### src/rtl/uart_pkg.sv
// rtl/uart_pkg.sv - shared UART receive-clock constants, increment type and increment helper.
package uart_pkg;

  localparam int UART_CLK_HZ = 18432000;
  localparam int UART_ACC_W  = 24;
  localparam int UART_BAUD0  = 9600;
  localparam int UART_BAUD1  = 19200;
  localparam int UART_BAUD2  = 38400;
  localparam int UART_BAUD3  = 115200;

  typedef logic [UART_ACC_W-1:0] inc_t;

  // Rounded phase increment: baud * os * 2^acc_w / clk_hz, kept in 64 bits to avoid overflow.
  function automatic logic [63:0] baud_inc(input logic [63:0] clk_hz,
                                           input logic [63:0] baud,
                                           input logic [63:0] os,
                                           input int          acc_w);
    logic [63:0] num;
    num = (baud * os) << acc_w;
    return (num + (clk_hz >> 1)) / clk_hz;
  endfunction

endpackage

### src/rtl/baud_phase_acc.sv
// rtl/baud_phase_acc.sv - phase accumulator with carry-out, enable and synchronous clear.
module baud_phase_acc #(
  parameter int ACC_W = 24
) (
  input  logic             clk,
  input  logic             rst,
  input  logic             en,
  input  logic             clr,
  input  logic [ACC_W-1:0] inc,
  output logic             carry
);

  logic [ACC_W-1:0] acc_q;
  logic [ACC_W-1:0] acc_d;
  logic [ACC_W:0]   sum;

  always_comb begin
    sum   = {1'b0, acc_q} + {1'b0, inc};
    carry = 1'b0;
    acc_d = acc_q;
    if (clr) begin
      acc_d = '0;
    end else if (en) begin
      // Bits above the carry are dropped; the fractional remainder stays in acc.
      acc_d = sum[ACC_W-1:0];
      carry = sum[ACC_W];
    end
  end

  always_ff @(posedge clk) begin
    if (rst) begin
      acc_q <= '0;
    end else begin
      acc_q <= acc_d;
    end
  end

endmodule

### src/rtl/baudrategen_rx_frac.sv
// rtl/baudrategen_rx_frac.sv - fractional-N RX baud generator with boundary rate switching and resync.
module baudrategen_rx_frac
  import uart_pkg::*;
#(
  parameter int CLK_HZ     = UART_CLK_HZ,
  parameter int OVERSAMPLE = 16,
  parameter int ACC_W      = UART_ACC_W,
  parameter int BAUD0      = UART_BAUD0,
  parameter int BAUD1      = UART_BAUD1,
  parameter int BAUD2      = UART_BAUD2,
  parameter int BAUD3      = UART_BAUD3
) (
  input  logic             clk_rx,
  input  logic             rst,
  input  logic             en,
  input  logic [1:0]       baud_sel,
  input  logic             inc_override_en,
  input  logic [ACC_W-1:0] inc_override,
  input  logic             resync,
  output logic             os_tick,
  output logic             mid_tick,
  output logic             bit_tick,
  output logic             baud_clk_rx,
  output logic [ACC_W-1:0] active_inc
);

  localparam int             CNT_W = $clog2(OVERSAMPLE);
  localparam logic [CNT_W-1:0] HALF = CNT_W'(OVERSAMPLE / 2);
  localparam logic [CNT_W-1:0] LAST = CNT_W'(OVERSAMPLE - 1);

  localparam logic [ACC_W-1:0] INC0 = ACC_W'(baud_inc(64'(CLK_HZ), 64'(BAUD0), 64'(OVERSAMPLE), ACC_W));
  localparam logic [ACC_W-1:0] INC1 = ACC_W'(baud_inc(64'(CLK_HZ), 64'(BAUD1), 64'(OVERSAMPLE), ACC_W));
  localparam logic [ACC_W-1:0] INC2 = ACC_W'(baud_inc(64'(CLK_HZ), 64'(BAUD2), 64'(OVERSAMPLE), ACC_W));
  localparam logic [ACC_W-1:0] INC3 = ACC_W'(baud_inc(64'(CLK_HZ), 64'(BAUD3), 64'(OVERSAMPLE), ACC_W));

  logic             carry;
  logic [ACC_W-1:0] requested_inc;

  logic [CNT_W-1:0] os_cnt_q, os_cnt_d;
  logic             os_tick_q, os_tick_d;
  logic             mid_tick_q, mid_tick_d;
  logic             bit_tick_q, bit_tick_d;
  logic             baud_clk_q, baud_clk_d;
  logic [ACC_W-1:0] active_inc_q, active_inc_d;

  always_comb begin
    requested_inc = INC0;
    if (inc_override_en) begin
      requested_inc = inc_override;
    end else begin
      case (baud_sel)
        2'd0:    requested_inc = INC0;
        2'd1:    requested_inc = INC1;
        2'd2:    requested_inc = INC2;
        default: requested_inc = INC3;
      endcase
    end
  end

  baud_phase_acc #(
    .ACC_W(ACC_W)
  ) u_phase_acc (
    .clk  (clk_rx),
    .rst  (rst),
    .en   (en),
    .clr  (resync),
    .inc  (active_inc_q),
    .carry(carry)
  );

  always_comb begin
    os_cnt_d     = os_cnt_q;
    os_tick_d    = 1'b0;
    mid_tick_d   = 1'b0;
    bit_tick_d   = 1'b0;
    active_inc_d = active_inc_q;
    if (resync) begin
      os_cnt_d     = '0;
      active_inc_d = requested_inc;
    end else if (!en) begin
      active_inc_d = requested_inc;
    end else if (carry) begin
      os_cnt_d   = os_cnt_q + 1'b1;
      os_tick_d  = 1'b1;
      mid_tick_d = (os_cnt_d == HALF);
      bit_tick_d = (os_cnt_q == LAST);
      // Rate changes only take effect on a bit boundary so the current bit is never distorted.
      if (bit_tick_d) begin
        active_inc_d = requested_inc;
      end
    end
    baud_clk_d = (os_cnt_d >= HALF);
  end

  always_ff @(posedge clk_rx) begin
    if (rst) begin
      os_cnt_q     <= '0;
      os_tick_q    <= 1'b0;
      mid_tick_q   <= 1'b0;
      bit_tick_q   <= 1'b0;
      baud_clk_q   <= 1'b0;
      active_inc_q <= requested_inc;
    end else begin
      os_cnt_q     <= os_cnt_d;
      os_tick_q    <= os_tick_d;
      mid_tick_q   <= mid_tick_d;
      bit_tick_q   <= bit_tick_d;
      baud_clk_q   <= baud_clk_d;
      active_inc_q <= active_inc_d;
    end
  end

  assign os_tick     = os_tick_q;
  assign mid_tick    = mid_tick_q;
  assign bit_tick    = bit_tick_q;
  assign baud_clk_rx = baud_clk_q;
  assign active_inc  = active_inc_q;

endmodule

### config.mk
export PLATFORM = sky130hd
export DESIGN_NAME = baudrategen_rx_frac
export DESIGN_NICKNAME = d
export VERILOG_FILES = /design/src/rtl/uart_pkg.sv /design/src/rtl/baud_phase_acc.sv /design/src/rtl/baudrategen_rx_frac.sv
export SDC_FILE = /design/constraint.sdc
export NUM_CORES = 1
export LEC_CHECK = 0
export CAP_MARGIN = 20
export CORE_ASPECT_RATIO = 0.75
export CORE_MARGIN = 2
export CORE_UTILIZATION = 35
export CTS_CLUSTER_DIAMETER = 120
export DETAILED_ROUTE_END_ITERATION = 12
export GPL_ROUTABILITY_DRIVEN = 0
export SLEW_MARGIN = 20
export SYNTH_ARGS = -nofsm -noshare
export SYNTH_HDL_FRONTEND = slang
export SYNTH_HIERARCHICAL = 1
export SYNTH_SLANG_ARGS = --single-unit
export TNS_END_PERCENT = 10
### constraint.sdc
create_clock -name clk_rx -period 3.45 [get_ports clk_rx]
set_input_delay 1.035 -clock clk_rx [delete_from_list [all_inputs] [get_ports clk_rx]]
set_output_delay 1.035 -clock clk_rx [all_outputs]
set_load 0.005 [all_outputs]
# == Word level (Yosys, flattened, before mapping) ==
# Cells that the tools add are included.
# word_totals
ff_bits,56
# classes
addsub,2
n_reduce_logical,5
bitwise,2
order_cmp,1
n_eq_ne,6
n_mux,13
# ops
cell,n
2-to-1 mux 24 bit,6
case mux 21 bit (3 select lines),1
adder 24 x 24 -> 25 bit,1
2-to-1 mux 4 bit,3
== test 4 bit (second input constant),2
!= test 4 x 2 -> 1 bit (second input constant),2
adder 4 x 1 -> 4 bit (second input constant),1
>= comparator 4 bit (second input constant),1
OR reduction 4 bit,1
2-to-1 mux 1 bit,3
OR reduction 3 bit,1
== test 2 x 1 -> 1 bit (second input constant),1
== test 2 bit (second input constant),1
zero test 2 bit,1
inverter 1 bit,2
AND reduction 2 bit,1
OR reduction 2 bit,1

# == Logic depth before layout (Yosys ltp) ==
# logic_depth
word_depth,8
depth_mapped,11
mapped_depth_nobuf,11

# == Cells and area by module ==
# Netlist, hierarchy kept.
# modules_own_cells
mod,cells_per_inst,n_inst,area_per_inst_um2
baud_phase_acc,276,1,2219.6
baudrategen_rx_frac,114,1,1291.2

# == Worst setup path before layout ==
# Ideal clock, no wire load.
# synth_path
kind,flip-flop to flip-flop
start,register active_inc_q[0] (netlist: active_inc[0])
end,register active_inc_q[0] (netlist: active_inc[0]) (enable)
path_slack_ns,-0.016
required_ns,2.961
path_buffers,0
setup_time_ns,0.489
arrival_time_ns,2.977
stages_incl_launch_ff,11
path_cell_list,edfxtp_1 > ha_1 > fa_1 > a211oi_2 > o21bai_2 > o311ai_2 > a2111oi_4 > and2b_2 > o32ai_1 > nand4_1 > nand3_1
# synth_via
elab_chain_len,5
# synth_rtl
item,line,text
start: declaration,baudrategen_rx_frac.sv:44,"logic [ACC_W-1:0] active_inc_q, active_inc_d;"
start signal: assignment,baudrategen_rx_frac.sv:102,active_inc_q <= requested_inc;
start signal: assignment,baudrategen_rx_frac.sv:109,active_inc_q <= active_inc_d;
adder 24 x 24 -> 25 bit,baud_phase_acc.sv:18,"sum = {1'b0, acc_q} + {1'b0, inc};"
2-to-1 mux 1 bit,baud_phase_acc.sv:23,end else if (en) begin
2-to-1 mux 1 bit,baud_phase_acc.sv:21,if (clr) begin
via carry,baudrategen_rx_frac.sv:36,logic carry;
!= test 4 x 2 -> 1 bit (no source line),--,
AND reduction 2 bit (no source line),--,
# The timed path passes the listed nets, and every way through them passes these cells.
# A chain may end at the register's enable or synchronous reset.

# == Worst setup path in the final report ==
# layout_path
start,register active_inc_q[0] (netlist: active_inc[0])
end,register active_inc_q[10] (netlist: active_inc[10]) (enable)
# Same word-level chain as after synthesis.

==> metrics.csv <==
metric,value,unit
hold path depth,2,
first-pass GRT wire length,15090,um
TritonCTS Buffers,5,
share of cells above drive strength 1,6.696,%
Clock Latency Late Sink,0.30,ns
post-synthesis cell type count,56,
Crit Reg-Reg Startpoint,active_inc[0]$_DFFE_PP_,
synth warn,6,
Resize count post-CTS,0,
htree depth,2,
DP Area,0.004249,mm^2
initial drt markers,191,
status,completed,
Crit. End Element,register,
vias in the first global route,2917,
setup TNS,0,ns
DR pass1 iterations,5,
HPWL after DPL,7193,um
worst min-delay path category,register to register,
Die Span Y,90.74,um
Routed WL per cell,15.87,um
Final Hold Vio Count,0,
slack of the critical path,0.2692,ns
fillers,973,
Post-synth EDFFs,24,
startpoint types,register,
depth of the most critical reg-to-reg path,11,
Final #Nets,508,
#FFs+latches synth,55,
fin crit share,92.20,%
design area,0.004405,mm^2
static leakage,1.834,nW
Critical path origin,active_inc[0]$_DFFE_PP_,
DRC violations left,0,
vias per cell,5.284,
syn_area_per_cell,9.002,um^2
CTS Root Cell,clkbuf_16,
Rel. slew slack,60.34,%
Non-Filler Instances,580,
Worst Setup EP,active_inc[10]$_DFFE_PP_,
Clock Sinks,55,
"Req. time, crit path",3.48,ns
chip width,119.7,um
number of hold-repair buffers added at the cts stage,0,
Max clock buf depth,2,
worst-case clock skew,0.008846,ns
Initial Utilization,36.21,%
PwrDens,395.1,mW/mm^2
remaining antenna violation count after routing,0,
All-Layer GR Usage,17.47,%
Worst-path clk slew,0.08,ns
"Max FO, Critical Path",24,
ANT cells,0,
largest net degree at the start of global routing,31,
fin crit period,3.181,ns
Syn Nets,451,
core area,0.009697,mm^2
"Slew Viols, Final",0,
post-synthesis sequential area ratio,38.20,%
Max Cap Violations,0,
CTS tree,done,
Crit Path Class,register to register,
asr flop ratio synth,0,%
cells after synthesis,390,
hold_ws,0.4759,ns
R2R Setup Slk,0.27,ns
gr ovfl total,0,
mapped cell area,0.003511,mm^2
RSZ-0062 raised after global routing,no,
crit path DAT,3.21,ns
total length of routed wires,9207,um
Rows,31,
area growth from synthesis to layout,25.48,%
Final Setup Violations,0,
port bufs,58,
DP Worst Slack,0.3021,ns
Fmax,0.3144,GHz
antenna violations before repair,0,
Peak VDD IR,207.4,uV
# placed instances,572,
postcts setup bufs,0,
I/O pin count,59,
DR vias,3065,
die area,0.01086,mm^2
R2R Path End,active_inc[10]$_DFFE_PP_,
"Primary FF master, synth",dfxtp_1,
Tightest Pin Transition,0.5913,ns
-- synth_stat cells (2+ instances only) --
master	count	area, um^2
a311o_1	2	20.02
o211ai_1	4	30.03
a211oi_1	7	52.55
nand4_1	9	56.30
nand2_1	50	187.7
a221oi_1	2	17.52
o21ai_0	14	70.07
o21a_1	7	52.55
dfxtp_1	31	620.6
a21o_2	2	17.52
and3_1	6	37.54
o21bai_2	2	22.52
a31oi_1	2	12.51
o2111ai_1	2	17.52
clkbuf_1	10	37.54
xnor2_1	8	70.07
nand3b_1	2	15.01
a21oi_1	31	155.2
nand4b_1	3	26.28
inv_1	14	52.55
nor3_1	8	40.04
xor2_1	7	61.31
o21bai_1	3	22.52
buf_2	4	20.02
or3_1	5	31.28
ha_1	29	362.9
nand2b_1	3	18.77
o31ai_1	4	30.03
or2_2	3	18.77
nor2_1	30	112.6
edfxtp_1	24	720.7
and2_1	6	37.54
mux2i_1	10	100.1
a21o_1	9	67.56
nand3_1	16	80.08
-- worst min path at each step --
stage                                  startpoint                                  to  slack, ns
2_1_floorplan  u_phase_acc/acc_q[19]$_SDFFE_PP0P_  u_phase_acc/acc_q[19]$_SDFFE_PP0P_       0.43
3_3_place_gp               os_cnt_q[1]$_SDFF_PP0_              os_cnt_q[1]$_SDFF_PP0_       0.46
3_5_place_dp               os_cnt_q[1]$_SDFF_PP0_              os_cnt_q[1]$_SDFF_PP0_       0.47
4_1_cts                    os_cnt_q[1]$_SDFF_PP0_              os_cnt_q[1]$_SDFF_PP0_       0.48
5_1_grt        u_phase_acc/acc_q[19]$_SDFFE_PP0P_  u_phase_acc/acc_q[19]$_SDFFE_PP0P_       0.50
6_report                   os_cnt_q[1]$_SDFF_PP0_              os_cnt_q[1]$_SDFF_PP0_       0.48
-- report_power, final --
group,leakage (nW),internal (mW),switching (mW),total [mW]
sequential,0.509,0.730,0.0410,0.771
clock,0.0779,0.295,0.253,0.548
combinational,1.25,0.200,0.222,0.421
total,1.83,1.23,0.515,1.74
-- through the flow --
stage	power (mW)	utilization, %
after detailed placement	1.200	43.82
final	1.741	45.43
after global routing	1.823	45.43
after CTS	1.754	45.43
after global placement	1.196	43.82
after floorplan	1.021	-
-- cell type report --
cell class                      count  area, um^2  share of cell area, %
Multi-Input combinational cell    305        2053                  46.61
Tap cell                          132       165.2                  3.749
Timing Repair Buffer               65       633.1                  14.37
Inverter                           15       56.30                  1.278
Clock inverter                      2       17.52                 0.3976
Clock buffer                        6       138.9                  3.153
Sequential cell                    55        1341                  30.45
-- critical path: stages, from the launching register on --
cell,delay (ns)
edfxtp_1,0.42
ha_1,0.26
fa_1,0.44
a211oi_2,0.29
o21bai_2,0.15
o311ai_2,0.43
a2111oi_4,0.15
and2b_2,0.24
o32ai_1,0.10
nand4_1,0.11
nand3_2,0.07
buf_4,0.25
-- layout by cell type (no fill, tap or decap), types with 14 or more instances in the layout --
master and count:
clkdlybuf4s50_1 58, nand2_1 50, a21oi_1 31, dfxtp_1 31, nor2_1 30, ha_1 29
edfxtp_1 24, nand3_1 15, inv_1 14, o21ai_0 14
-- flip-flops by register name, summed over array words and instances (netlist names) --
signal	count
os_tick	1
u_phase_acc/acc_q	24
active_inc	24
bit_tick	1
os_cnt_q	4
mid_tick	1
-- cells by family (layout without fill, tap and decap cells) --
family                     after synthesis  after routing  share of synthesized area, %
AOI/OAI and AO/OA                      104            104                         20.78
xor gates and xnor gates                15             15                         3.742
adders and majority gates               30             30                         10.91
buffers and inverters                   30             88                         3.457
DFF                                     55             55                         38.20
muxes                                   11             11                         3.172
and+or+nand+nor                        145            145                         19.74
-- routing by layer --
metal	wire, um	GRT usage [%]
met5	0	0
met4	45	4.118
met3	477	2.652
met2	3829	25.62
met1	4854	26.64
No activity file was read; power rests on OpenSTA's default activity.
